File: src/rtl/tilemap_vram_sched.sv
// Time-slotted VRAM arbiter for a tilemap engine: per-pixel-round tile word fetches per layer,
// one CPU access slot, and a per-scanline rowscroll table pass.
module tilemap_vram_sched #(
    parameter int          NUM_LAYERS  = 4,
    parameter int          SLOT_CYCLES = 8,
    parameter logic [14:0] RS_BASE     = 15'h7000,
    parameter logic [14:0] RS_STRIDE   = 15'h0200
) (
    input  logic                    clk,
    input  logic                    reset,
    input  logic                    ce_pix,
    input  logic                    line_start,
    input  logic [NUM_LAYERS*15-1:0] layer_addr,
    input  logic [NUM_LAYERS*9-1:0] layer_y,
    input  logic [NUM_LAYERS-1:0]   rs_en,
    input  logic                    cpu_req,
    input  logic                    cpu_we,
    input  logic [14:0]             cpu_addr,
    input  logic [15:0]             cpu_din,
    output logic                    cpu_busy,
    output logic [15:0]             cpu_dout,
    output logic [14:0]             vram_addr,
    output logic [15:0]             vram_dout,
    output logic                    vram_we,
    input  logic [15:0]             vram_din,
    output logic [NUM_LAYERS-1:0]   layer_load,
    output logic [15:0]             tile_index,
    output logic [15:0]             tile_attrib,
    output logic [NUM_LAYERS*10-1:0] rowscroll
);
    localparam int SLOT_W = $clog2(SLOT_CYCLES);
    localparam logic [SLOT_W-1:0] SLOT_LAST = SLOT_W'(SLOT_CYCLES - 1);
    localparam logic [SLOT_W-1:0] SLOT_CPU  = SLOT_W'(NUM_LAYERS);
    localparam logic [SLOT_W-1:0] SLOT_DONE = SLOT_W'(NUM_LAYERS + 1);
    localparam logic [2:0]        LAST_IDX  = 3'(NUM_LAYERS - 1);

    typedef enum logic [1:0] {FETCH, RS_ADDR, RS_DATA} state_t;

    state_t                  state_q, state_d;
    logic [SLOT_W-1:0]       slot_q, slot_d;
    logic                    rs_pending_q, rs_pending_d;
    logic [2:0]              idx_q, idx_d;
    logic                    ph1_q, ph1_d, ph2_q, ph2_d;
    logic [2:0]              fl_q, fl_d;
    logic                    cpu_busy_q, cpu_busy_d;
    logic                    cpu_issued_q, cpu_issued_d;
    logic                    cpu_rdcap_q, cpu_rdcap_d;
    logic                    cpu_we_r_q, cpu_we_r_d;
    logic [14:0]             cpu_addr_r_q, cpu_addr_r_d;
    logic [15:0]             cpu_din_r_q, cpu_din_r_d;
    logic [15:0]             rd_buf_q, rd_buf_d;
    logic [14:0]             vram_addr_q, vram_addr_d;
    logic [15:0]             vram_dout_q, vram_dout_d;
    logic                    vram_we_q, vram_we_d;
    logic [15:0]             cpu_dout_q, cpu_dout_d;
    logic [NUM_LAYERS-1:0]   layer_load_q, layer_load_d;
    logic [15:0]             tile_index_q, tile_index_d;
    logic [15:0]             tile_attrib_q, tile_attrib_d;
    logic [NUM_LAYERS*10-1:0] rowscroll_q, rowscroll_d;
    logic                    ce_eff;

    always_comb begin
        state_d       = state_q;
        slot_d        = slot_q;
        rs_pending_d  = rs_pending_q;
        idx_d         = idx_q;
        ph1_d         = 1'b0;
        ph2_d         = 1'b0;
        fl_d          = fl_q;
        cpu_busy_d    = cpu_busy_q;
        cpu_issued_d  = cpu_issued_q;
        cpu_rdcap_d   = 1'b0;
        cpu_we_r_d    = cpu_we_r_q;
        cpu_addr_r_d  = cpu_addr_r_q;
        cpu_din_r_d   = cpu_din_r_q;
        rd_buf_d      = rd_buf_q;
        vram_addr_d   = vram_addr_q;
        vram_dout_d   = vram_dout_q;
        vram_we_d     = 1'b0;
        cpu_dout_d    = cpu_dout_q;
        layer_load_d  = '0;
        tile_index_d  = tile_index_q;
        tile_attrib_d = tile_attrib_q;
        rowscroll_d   = rowscroll_q;

        // line_start swallows a coincident ce_pix entirely
        ce_eff = ce_pix & ~line_start;
        if (line_start) begin
            slot_d       = SLOT_LAST;
            rs_pending_d = 1'b1;
        end else if (ce_pix) begin
            slot_d = (slot_q == SLOT_LAST) ? '0 : slot_q + 1'b1;
        end

        if (ph1_q) begin
            tile_index_d = vram_din;
            vram_addr_d  = {vram_addr_q[14:1], 1'b1};
            ph2_d        = 1'b1;
        end
        if (ph2_q) begin
            tile_attrib_d = vram_din;
            for (int k = 0; k < NUM_LAYERS; k++)
                if (fl_q == 3'(k)) layer_load_d[k] = 1'b1;
        end

        if (cpu_req && !cpu_busy_q) begin
            cpu_busy_d   = 1'b1;
            cpu_we_r_d   = cpu_we;
            cpu_addr_r_d = cpu_addr;
            cpu_din_r_d  = cpu_din;
        end
        // Read data is held here so a later address change cannot corrupt it
        if (cpu_rdcap_q) rd_buf_d = vram_din;
        if (ce_eff && slot_q == SLOT_DONE && cpu_issued_q) begin
            if (!cpu_we_r_q) cpu_dout_d = rd_buf_q;
            cpu_busy_d   = 1'b0;
            cpu_issued_d = 1'b0;
        end

        case (state_q)
            FETCH: if (ce_eff) begin
                if (slot_q == SLOT_LAST && rs_pending_q) begin
                    state_d      = RS_ADDR;
                    rs_pending_d = 1'b0;
                    idx_d        = '0;
                end
                for (int k = 0; k < NUM_LAYERS; k++) begin
                    if (slot_q == SLOT_W'(k)) begin
                        vram_addr_d = layer_addr[k*15 +: 15] & 15'h7FFE;
                        ph1_d       = 1'b1;
                        fl_d        = 3'(k);
                    end
                end
                if (slot_q == SLOT_CPU && cpu_busy_q && !cpu_issued_q) begin
                    vram_addr_d  = cpu_addr_r_q;
                    vram_dout_d  = cpu_din_r_q;
                    vram_we_d    = cpu_we_r_q;
                    cpu_issued_d = 1'b1;
                    cpu_rdcap_d  = 1'b1;
                end
            end
            RS_ADDR, RS_DATA: begin
                for (int k = 0; k < NUM_LAYERS; k++) begin
                    if (idx_q == 3'(k)) begin
                        if (state_q == RS_ADDR && rs_en[k]) begin
                            vram_addr_d = RS_BASE + 15'(k) * RS_STRIDE
                                        + {6'd0, layer_y[k*9 +: 9]};
                        end else if (state_q == RS_ADDR) begin
                            rowscroll_d[k*10 +: 10] = '0;
                        end else begin
                            rowscroll_d[k*10 +: 10] = vram_din[9:0];
                        end
                    end
                end
                if (state_q == RS_ADDR && rs_en[idx_q]) begin
                    state_d = RS_DATA;
                end else if (idx_q == LAST_IDX) begin
                    state_d = FETCH;
                end else begin
                    state_d = RS_ADDR;
                    idx_d   = idx_q + 3'd1;
                end
            end
            default: state_d = FETCH;
        endcase
    end

    always_ff @(posedge clk) begin
        if (reset) begin
            state_q       <= FETCH;
            slot_q        <= '0;
            rs_pending_q  <= 1'b0;
            idx_q         <= '0;
            ph1_q         <= 1'b0;
            ph2_q         <= 1'b0;
            fl_q          <= '0;
            cpu_busy_q    <= 1'b0;
            cpu_issued_q  <= 1'b0;
            cpu_rdcap_q   <= 1'b0;
            cpu_we_r_q    <= 1'b0;
            cpu_addr_r_q  <= '0;
            cpu_din_r_q   <= '0;
            rd_buf_q      <= '0;
            vram_addr_q   <= '0;
            vram_dout_q   <= '0;
            vram_we_q     <= 1'b0;
            cpu_dout_q    <= '0;
            layer_load_q  <= '0;
            tile_index_q  <= '0;
            tile_attrib_q <= '0;
            rowscroll_q   <= '0;
        end else begin
            state_q       <= state_d;
            slot_q        <= slot_d;
            rs_pending_q  <= rs_pending_d;
            idx_q         <= idx_d;
            ph1_q         <= ph1_d;
            ph2_q         <= ph2_d;
            fl_q          <= fl_d;
            cpu_busy_q    <= cpu_busy_d;
            cpu_issued_q  <= cpu_issued_d;
            cpu_rdcap_q   <= cpu_rdcap_d;
            cpu_we_r_q    <= cpu_we_r_d;
            cpu_addr_r_q  <= cpu_addr_r_d;
            cpu_din_r_q   <= cpu_din_r_d;
            rd_buf_q      <= rd_buf_d;
            vram_addr_q   <= vram_addr_d;
            vram_dout_q   <= vram_dout_d;
            vram_we_q     <= vram_we_d;
            cpu_dout_q    <= cpu_dout_d;
            layer_load_q  <= layer_load_d;
            tile_index_q  <= tile_index_d;
            tile_attrib_q <= tile_attrib_d;
            rowscroll_q   <= rowscroll_d;
        end
    end

    // A write strobe already in flight is killed the moment reset rises
    assign vram_we     = vram_we_q & ~reset;
    assign vram_addr   = vram_addr_q;
    assign vram_dout   = vram_dout_q;
    assign cpu_busy    = cpu_busy_q;
    assign cpu_dout    = cpu_dout_q;
    assign layer_load  = layer_load_q;
    assign tile_index  = tile_index_q;
    assign tile_attrib = tile_attrib_q;
    assign rowscroll   = rowscroll_q;
endmodule
File: config.mk
export PLATFORM = sky130hd
export DESIGN_NAME = tilemap_vram_sched
export DESIGN_NICKNAME = d
export VERILOG_FILES = /design/src/rtl/tilemap_vram_sched.sv
export SDC_FILE = /design/constraint.sdc
export NUM_CORES = 1
export LEC_CHECK = 0
export ABC_AREA = 0
export CAP_MARGIN = 20
export CORE_AREA = 3 3 167 169
export DETAILED_ROUTE_END_ITERATION = 6
export DIE_AREA = 0 0 170 172
export SLEW_MARGIN = 5
export SYNTH_ARGS = -nofsm -noshare
export SYNTH_HDL_FRONTEND = slang
export SYNTH_SLANG_ARGS = --single-unit
File: constraint.sdc
create_clock -name clk -period 2.1 [get_ports clk]
set_input_delay 0.315 -clock clk [delete_from_list [all_inputs] [get_ports clk]]
set_output_delay 0.315 -clock clk [all_outputs]
set_load 0.01 [all_outputs]
-- Word level (Yosys, flattened, before mapping)
Cells that the tools add are included.
- bitwise logic cells: 13
- $add $sub $neg: 6
- muxes and demuxes: 54
- reduce and logical (&&, ||, !) cells: 34
- order comparisons: 1
- eq/ne operators: 18
- operators by type and width (cell ; number):
    15-bit two-way mux ; 14
    13-bit by 10-bit adder with 14-bit output (first input constant) ; 4
    3-bit two-way mux ; 11
    15-bit one-hot mux with 2 select lines ; 1
    1-bit two-way mux ; 21
    3-bit by 2-bit equality test with 1-bit output (second input constant) ; 6
    3-bit AND reduction ; 6
    1-bit logical AND ; 11
    1-bit NOT ; 11
    10-bit two-way mux ; 1
    3-bit by 1-bit equality test with 1-bit output (second input constant) ; 3
    3-bit equality test (second input constant) ; 3
    3-bit logical NOT ; 3
    2-bit inequality test (second input constant) ; 4
    3-bit by 1-bit adder with 3-bit output (second input constant) ; 2
    2-bit two-way mux ; 3
    3-bit one-hot mux with 2 select lines ; 1
    2-bit OR reduction ; 3
    5-bit AND reduction ; 1
    2-bit one-hot mux with 2 select lines ; 1
    2-bit AND reduction ; 2
    2-bit nonzero test ; 2
    4-bit nonzero test ; 1
    4-bit OR reduction ; 1
    8 further kinds ; 10
- output and inout bits: 125
- logic and storage cells: 151
- input port bits: 153
- register bits after elaboration: 189

-- Longest topological paths before layout
Gate-level depths: netlist of the first run.
- depth after elaboration: 11
- gate-level depth with buffers: 10
- mapped depth without buffers: 7

-- Worst setup path before layout of the first run
Ideal clock, no wire load.
- path kind: register -> register
- start: register idx_q[0]
- end: register vram_addr_q[4], in the netlist vram_addr[4]
- arrival time: 1.744 ns
- cell stages (with the launch flop): 9
- required time: 1.976 ns
- path slack: 0.232 ns
- clock period less this slack: 1.868 ns
- library setup time: 0.124 ns
- cell sequence: dfxtp_1 ha_1 ha_1 and3_1 clkbuf_1 a21o_1 a221o_1 a31oi_1 a31oi_1
- longest elaborated chain between the ends: 9
- elaborated cells between the ends (all ways): 12
- RTL lines (element ; line ; text):
    start: declaration ; 42 ; logic [2:0] idx_q, idx_d;
    start signal: assignment ; 196 ; idx_q <= idx_d;
    3-bit logical NOT ; 144 ; if (idx_q == 3'(k)) begin
    15-bit two-way mux ; 144 ;
    15-bit two-way mux ; 145 ; if (state_q == RS_ADDR && rs_en[k]) begin
    15-bit two-way mux ; 144 ;
    15-bit two-way mux ; 145 ;
    15-bit two-way mux ; 144 ;
    15-bit two-way mux ; 145 ;
    15-bit two-way mux (*) ; 144 ;
    15-bit one-hot mux with 2 select lines (*) ; 120 ; case (state_q)
    end signal: assignment ; 207 ; vram_addr_q <= vram_addr_d;
    end: declaration ; 52 ; logic [14:0] vram_addr_q, vram_addr_d;
Mark *: on every way between the ends. The rest lies on a longest branch, timed or not.
A chain may end at the register's enable or synchronous reset.

-- Worst setup path after layout of the first run
- start: register idx_q[1]
- end: register vram_addr_q[1], in the netlist vram_addr[1]
Same word-level chain as after synthesis.

==> flow_metrics.env, run 1 <==
export IMPL_status="completed"
export IMPL_boundaryPins=278
export IMPL_worstPathRequired_ns=2.46
export IMPL_synth_top_family_by_area="compound AO/OA/AOI/OAI gates"
export IMPL_fillerInstances=2591
export IMPL_cp_arrival_ns=2.34
export IMPL_path_cells="inv_1 > ha_2 > nand4b_4 > buf_4 > mux2i_1 > a2111oi_2 > a31oi_1 > a31oi_1"
export IMPL_synth_edff_count=0
export IMPL_clockBufferDepth=2
export IMPL_fin_crit_sh_pct=94.1
export IMPL_cp_max_fo=7
export IMPL_clock_sinks=188
export IMPL_syn_area_mm2=0.00794
export IMPL_drc_errors=0
export IMPL_synthXorXnorAreaFrac_pct=0
export IMPL_grt_pass1_wl_mm=42.9
export IMPL_crit_type="reg -> reg"
export IMPL_overflow=0
export IMPL_fin_cells=1546
export IMPL_dp_slack_ns=-0.308
export IMPL_antenna_found_initial=1
export IMPL_netlist_instances=905
export IMPL_r2r_start="idx_q[1]$_SDFFE_PP0P_"
export IMPL_wire_per_inst_um=18.6
export IMPL_tightest_slew_ns=0.633
export IMPL_finalSetupTns_ns=0
export IMPL_synth_top_area_cell="dfxtp_1"
export IMPL_final_layout_size_suffix_gt1_share_pct=10.4
export IMPL_period_minus_slack_ns=1.98
export IMPL_crit_start="idx_q[1]$_SDFFE_PP0P_"
export IMPL_synth_flop_cell="dfxtp_1"
export IMPL_start_util_pct=29.7
export IMPL_placed_cells=1512
export IMPL_setup_viol=0
export IMPL_synthArstFlopShare_pct=0
export IMPL_num_rows=60
export IMPL_first_global_vias=7373
export IMPL_crit_path_top_delay_cell="a2111oi_2"
export IMPL_htreeDepth=4
export IMPL_end_kind="register"
export IMPL_drv_slew=0
export IMPL_synth_area_top_cells="dfxtp_1 (47%), mux2i_1 (9.3%), nor2_1 (6.5%)"
export IMPL_cellLeakagePower_nw=4.25
export IMPL_die_area_mm2=0.0292
export IMPL_power_density_mw_per_mm2=685
export IMPL_timing_rr_end="vram_addr[1]$_SDFFE_PP0P_"
export IMPL_syn_to_final_growth_pct=50.6
export IMPL_worstHoldEndpoint="slot_q[2]$_SDFFE_PP0P_"
export IMPL_synth_warnings=0
export IMPL_netlist_area_leader_share_pct=47.4
export IMPL_drt_vias_per_instance=4.95
export IMPL_first_pass_iters=5
export IMPL_fin_util_pct=44.7
export IMPL_vdd_drop_max_mv=0.431
export IMPL_port_buffers=273
export IMPL_ys_types=55
export IMPL_synth_fa_ha_area_share_pct=2.21
export IMPL_grtUsageTotal_pct=18.8
export IMPL_die_w_um=170
export IMPL_rr_worst_depth=8
export IMPL_seq_area_mm2=0.00376
export IMPL_clkLatencyLatePin_ns=0.43
export IMPL_grt_max_degree=126
export IMPL_drt_iter0_drc=485
export IMPL_yosys_area_share_simple_pct=17.3
export IMPL_wl_mm=28.8
export IMPL_cts_root_buf="clkbuf_16"
export IMPL_r2r_slack_ns=0.12
export IMPL_postRouteAntennaNets=0
export IMPL_crit_top_cell="a31oi_1"
export IMPL_max_stage_delay_ns=0.43
export IMPL_slew_headroom_pct=57.8
export IMPL_cap_viol_max_count=0
export IMPL_rsz0062_at_grt="yes"
export IMPL_synth_mux_area_share_pct=9.94
export IMPL_vias=7652
export IMPL_synth_compound_area_share_pct=18.7
export IMPL_setup_slack_ns=0.124
export IMPL_die_y_um=172
export IMPL_synth_seq_cells=188
export IMPL_seq_area_frac_synth_pct=47.4
export IMPL_ctsHoldBuffers=0
export IMPL_hold_class="in -> reg"
export IMPL_skew_ns=0.0132
export IMPL_layout_nets=1358
export IMPL_synth_area_per_cell_um2=8.77
export IMPL_hold_depth=3
export IMPL_syn_nets=1072
export IMPL_clock_fmax_mhz=506
export IMPL_finalHoldViolations=0
export IMPL_tritoncts="done"
export IMPL_hold_start="reset"
export IMPL_clk_pin_slew_worst_paths_ns=0.08
export IMPL_cp_start_kind="register"
export IMPL_multi_input_area_mm2=0.00390
export IMPL_gp_congestion=0.891
export IMPL_core_area_mm2=0.0267
export IMPL_hpwl_mm=20.6
export IMPL_cts_buffers=17
## flip-flops by register name, indices dropped and copies added (netlist names), 15 cells and up
name,cells
vram_addr,15
cpu_addr_r_q,15
rowscroll,40
cpu_dout,16
cpu_din_r_q,16
rd_buf_q,16
vram_dout,16
tile_attrib,16
tile_index,16
## layout make-up
type,count,area share (%)
Antenna cell,1,0.0209
Multi-Input combinational cell,636,32.6
Clock inverter,13,1.04
Tap cell,341,3.57
Timing Repair Buffer,334,27.1
Sequential cell,188,31.5
Clock buffer,19,3.70
Inverter,14,0.439
## metal layers
layer / track usage (%) / vias to the layer above / wire [um] / part of all wire, %
li1: - / 3746 / - / -
met1: 23.5 / 3622 / 12400 / 43
met2: 31.3 / 261 / 13300 / 46
met3: 6.79 / 23 / 2650 / 9.2
met4: 4.55 / 0 / 389 / 1.4
met5: 0 / - / 0 / 0
## layout by cell type (no fill, tap or decap), types with 3 or more instances in the layout
cell / Yosys / layout
a2111oi_2: 1 / 4
a211oi_1: 3 / 3
a21o_1: 3 / 3
a21oi_1: 63 / 63
a221oi_1: 16 / 15
a22oi_1: 40 / 40
a31oi_1: 14 / 14
a32oi_1: 3 / 3
and2_2: 0 / 3
and3_1: 4 / 4
buf_12: 1 / 4
buf_4: 2 / 57
clkbuf_16: 0 / 17
clkdlybuf4s50_1: 0 / 272
dfxtp_1: 188 / 187
ha_1: 14 / 10
ha_2: 0 / 3
inv_1: 13 / 13
inv_6: 0 / 4
inv_8: 0 / 5
mux2i_1: 74 / 74
nand2_1: 127 / 127
nand2b_1: 3 / 3
nand3_1: 7 / 6
nand4b_1: 4 / 4
nor2_1: 138 / 137
nor2b_1: 7 / 5
nor3_1: 14 / 13
o211ai_1: 19 / 19
o21ai_0: 35 / 35
o21ai_1: 8 / 6
o22ai_1: 3 / 3
## report_power, final
group          internal [mW]  switching (mW)  total [mW]  leakage [nW]
Sequential              3.67          0.0724        3.74          1.52
Clock                   1.61            1.58        3.19         0.275
Combinational          0.650           0.616        1.27          2.45
## cells in the mapped netlist (4+ instances only)
cell type    n
dfxtp_1    188
nor2_1     138
nand2_1    127
mux2i_1     74
a21oi_1     63
clkbuf_1    42
a22oi_1     40
o21ai_0     35
buf_2       19
o211ai_1    19
a221oi_1    16
a31oi_1     14
ha_1        14
nor3_1      14
inv_1       13
o21ai_1      8
nand3_1      7
nor2b_1      7
a2111oi_0    5
and2_1       4
and3_1       4
nand4b_1     4
## cells by family (layout without fill, tap and decap cells)
| kind of cell | count (synthesis) | in the layout |
|---|---|---|
| AND/OR/NAND/NOR | 319 | 319 |
| AO/OA/AOI/OAI | 226 | 226 |
| flip-flops | 188 | 188 |
| buffers and inverters | 81 | 380 |
| multiplexers | 77 | 77 |
| adder cells (fa/ha/maj) | 14 | 14 |
| other | 0 | 1 |
## metrics by stage
stage	hold slack (ns)	instance area [um^2]	power, mW
after floorplan	0.432	7940	4.36
after global placement	0.435	11300	5.05
after detailed placement	0.445	11300	5.06
after CTS	0.399	11900	8.28
after global routing	0.414	12000	8.54
final	0.410	12000	8.19
## repair_timing
item	4_1_cts	5_1_grt
pin swaps	0	1
buffers inserted	0	1
endpoints found under the setup margin	15	59
gates resized for setup	5	22
## critical path, delay by kind of cell, from the launching register on
family / cells / cell delay, ns
AOI/OAI and AO/OA: 3 / 0.70
adders and majority gates: 1 / 0.26
buffers and inverters: 2 / 0.31
DFF: 1 / 0.35
muxes: 1 / 0.15
and+or+nand+nor: 1 / 0.14
## worst max-delay path by stage
stage / end / cells after the start / slack, ns
finish: vram_addr[1]$_SDFFE_PP0P_ / 8 / 0.12
global route: vram_addr[1]$_SDFFE_PP0P_ / 8 / -0.05
CTS: vram_addr[7]$_SDFFE_PP0P_ / 8 / 0.07
detailed placement: vram_addr[1]$_SDFFE_PP0P_ / 7 / -0.31
global placement: vram_addr[1]$_SDFFE_PP0P_ / 7 / -0.29
floorplan: vram_addr[4]$_SDFFE_PP0P_ / 8 / 0.23
(Power assumes the default switching activity.)
==> inputs of run 2 (changes only) <==
CORE_AREA = 3 3 183 185   (was 3 3 167 169)
DIE_AREA = 0 0 186 188   (was 0 0 170 172)
==> run 2 against run 1 <==
Net effect: maximum frequency down 1.2%; combinational power hardly changed; clock power rose by 8.5%; global-route usage down 2.5 points; first-iteration DRC count decreased by 11%; register-to-register slack worse by 0.02 ns; clock skew shrank 0.0018 ns; worst setup slack worse by 0.024 ns; wire length up 3.6%; via count rose by 1.6%; critical endpoint is now vram_addr[4]$_SDFFE_PP0P_; highest routed layer unchanged.
==> flow_metrics.env, run 2 (synthesis results as in run 1) <==
export IMPL_ctsHoldBuffers=0
export IMPL_gp_congestion=0.879
export IMPL_slew_headroom_pct=66.0
export IMPL_power_density_mw_per_mm2=701
export IMPL_period_minus_slack_ns=2.00
export IMPL_drt_vias_per_instance=4.81
export IMPL_grt_pass1_wl_mm=44.1
export IMPL_clkLatencyLatePin_ns=0.44
export IMPL_final_cell_mix="clkdlybuf4s50_1 (272), dfxtp_1 (186), nor2_1 (137), nand2_1 (127), mux2i_1 (74)"
export IMPL_hold_class="in -> reg"
export IMPL_dpl_cell_area_mm2=0.0114
export IMPL_htreeDepth=4
export IMPL_first_global_vias=7808
export IMPL_clk_pin_slew_worst_paths_ns=0.08
export IMPL_crit_type="reg -> reg"
export IMPL_drc_errors=0
export IMPL_diodes=0
export IMPL_tightest_slew_ns=0.509
export IMPL_num_rows=66
export IMPL_fin_area_mm2=0.0121
export IMPL_end_kind="register"
export IMPL_hpwl_mm=21.9
export IMPL_layout_nets=1361
export IMPL_status="completed"
export IMPL_drv_slew=0
export IMPL_largest_register_ffs=40
export IMPL_wl_mm=29.8
export IMPL_rsz0062_at_grt="no"
export IMPL_vdd_drop_max_mv=0.738
export IMPL_core_area_mm2=0.0322
export IMPL_antenna_found_initial=0
export IMPL_finalHoldViolations=0
export IMPL_start_util_pct=24.7
export IMPL_final_layout_size_suffix_gt1_share_pct=10.5
export IMPL_grt_max_degree=103
export IMPL_crit_path_top_delay_cell="dfxtp_1"
export IMPL_first_pass_iters=5
export IMPL_clockBufferDepth=2
export IMPL_cp_max_fo=6
export IMPL_final_common_cell="clkdlybuf4s50_1"
export IMPL_max_stage_delay_ns=0.32
export IMPL_die_y_um=188
export IMPL_cts_root_buf="clkbuf_16"
export IMPL_overflow=0
export IMPL_die_w_um=186
export IMPL_skew_ns=0.0113
export IMPL_cellLeakagePower_nw=4.29
export IMPL_die_area_mm2=0.0350
export IMPL_cap_viol_max_count=0
export IMPL_port_buffers=273
export IMPL_syn_to_final_growth_pct=52.3
export IMPL_clock_fmax_mhz=500
export IMPL_drt_iter0_drc=430
export IMPL_postRouteAntennaNets=0
export IMPL_grtUsageTotal_pct=16.3
export IMPL_fin_util_pct=37.5
export IMPL_setup_slack_ns=0.0993
export IMPL_wire_per_inst_um=18.5
export IMPL_dp_slack_ns=-0.151
export IMPL_path_cells="buf_4 > ha_1 > ha_1 > and3_1 > a21o_1 > a221o_1 > a31oi_1 > a31oi_1"
export IMPL_cts_buffers=17
export IMPL_cp_start_kind="register"
export IMPL_fin_crit_sh_pct=95.3
export IMPL_cp_arrival_ns=2.33
export IMPL_clock_sinks=188
export IMPL_setup_viol=0
export IMPL_vias=7775
export IMPL_worstPathRequired_ns=2.43
export IMPL_boundaryPins=278
export IMPL_tritoncts="done"
export IMPL_power_total_mw=8.48
run 2: final cells by class:
| type | instances | area, um^2 |
|---|---|---|
| multi-input combinational | 636 | 3890 |
| tap | 408 | 510 |
| sequential | 188 | 3770 |
| fill | 3257 | 20100 |
| inverter | 14 | 52.6 |
| clock inverter | 14 | 183 |
| clock buffer | 18 | 439 |
| timing repair buffer | 337 | 3250 |
run 2: critical path, delay by kind of cell (launching register included):
kind	cells	cell delay [ns]
fa+ha+maj	2	0.45
buf+inv	1	0.15
compound gates	4	0.72
simple gates	1	0.24
flops	1	0.32
run 2: path summary, 6_finish.rpt:
path                          startpoint                        end  slack (ns)  cells after the start
max reg2reg        idx_q[0]$_SDFFE_PP0P_  vram_addr[4]$_SDFFE_PP0P_         0.1                      8
min reg2reg  cpu_din_r_q[5]$_SDFFE_PP0P_  vram_dout[5]$_SDFFE_PP0P_        0.45                      2
max                idx_q[0]$_SDFFE_PP0P_  vram_addr[4]$_SDFFE_PP0P_         0.1                      8
min                                reset    rs_pending_q$_SDFF_PP0_        0.40                      3
run 2: where the power goes:
group          switching, mW  leakage, nW  internal (mW)
logic                  0.616         2.46          0.654
clock network           1.53        0.306           1.94
registers             0.0793         1.52           3.67
total                   2.22         4.29           6.26
run 2: metrics by stage:
stage | cells | hold WS (ns) | setup TNS (ns)
global route | 1615 | 0.408 | 0
CTS | 1612 | 0.389 | 0
global placement | 1580 | 0.436 | -0.588
detailed placement | 1580 | 0.447 | -0.981
finish | 1615 | 0.403 | 0
floorplan | 905 | 0.432 | 0
run 2: metal layers:
| layer | global-route usage, % | vias to the layer above | part of all wire, % |
|---|---|---|---|
| li1 | - | 3758 | - |
| met1 | 19.4 | 3649 | 41 |
| met2 | 26.0 | 316 | 45 |
| met3 | 6.91 | 52 | 10 |
| met4 | 6.39 | 0 | 3.1 |
| met5 | 0 | - | 0 |
run 2: repair_timing:
| action | 4_1_cts | 5_1_grt |
|---|---|---|
| endpoints found under the setup margin | 21 | 68 |
| setup buffers | 0 | 3 |
| resized for setup | 3 | 25 |
| pin swaps | 0 | 2 |
==> inputs of run 3 (changes only) <==
SLEW_MARGIN = 10   (was 5)
==> results of run 3 <==
No change in the layout: final DEF, timing and power equal those of run 2.
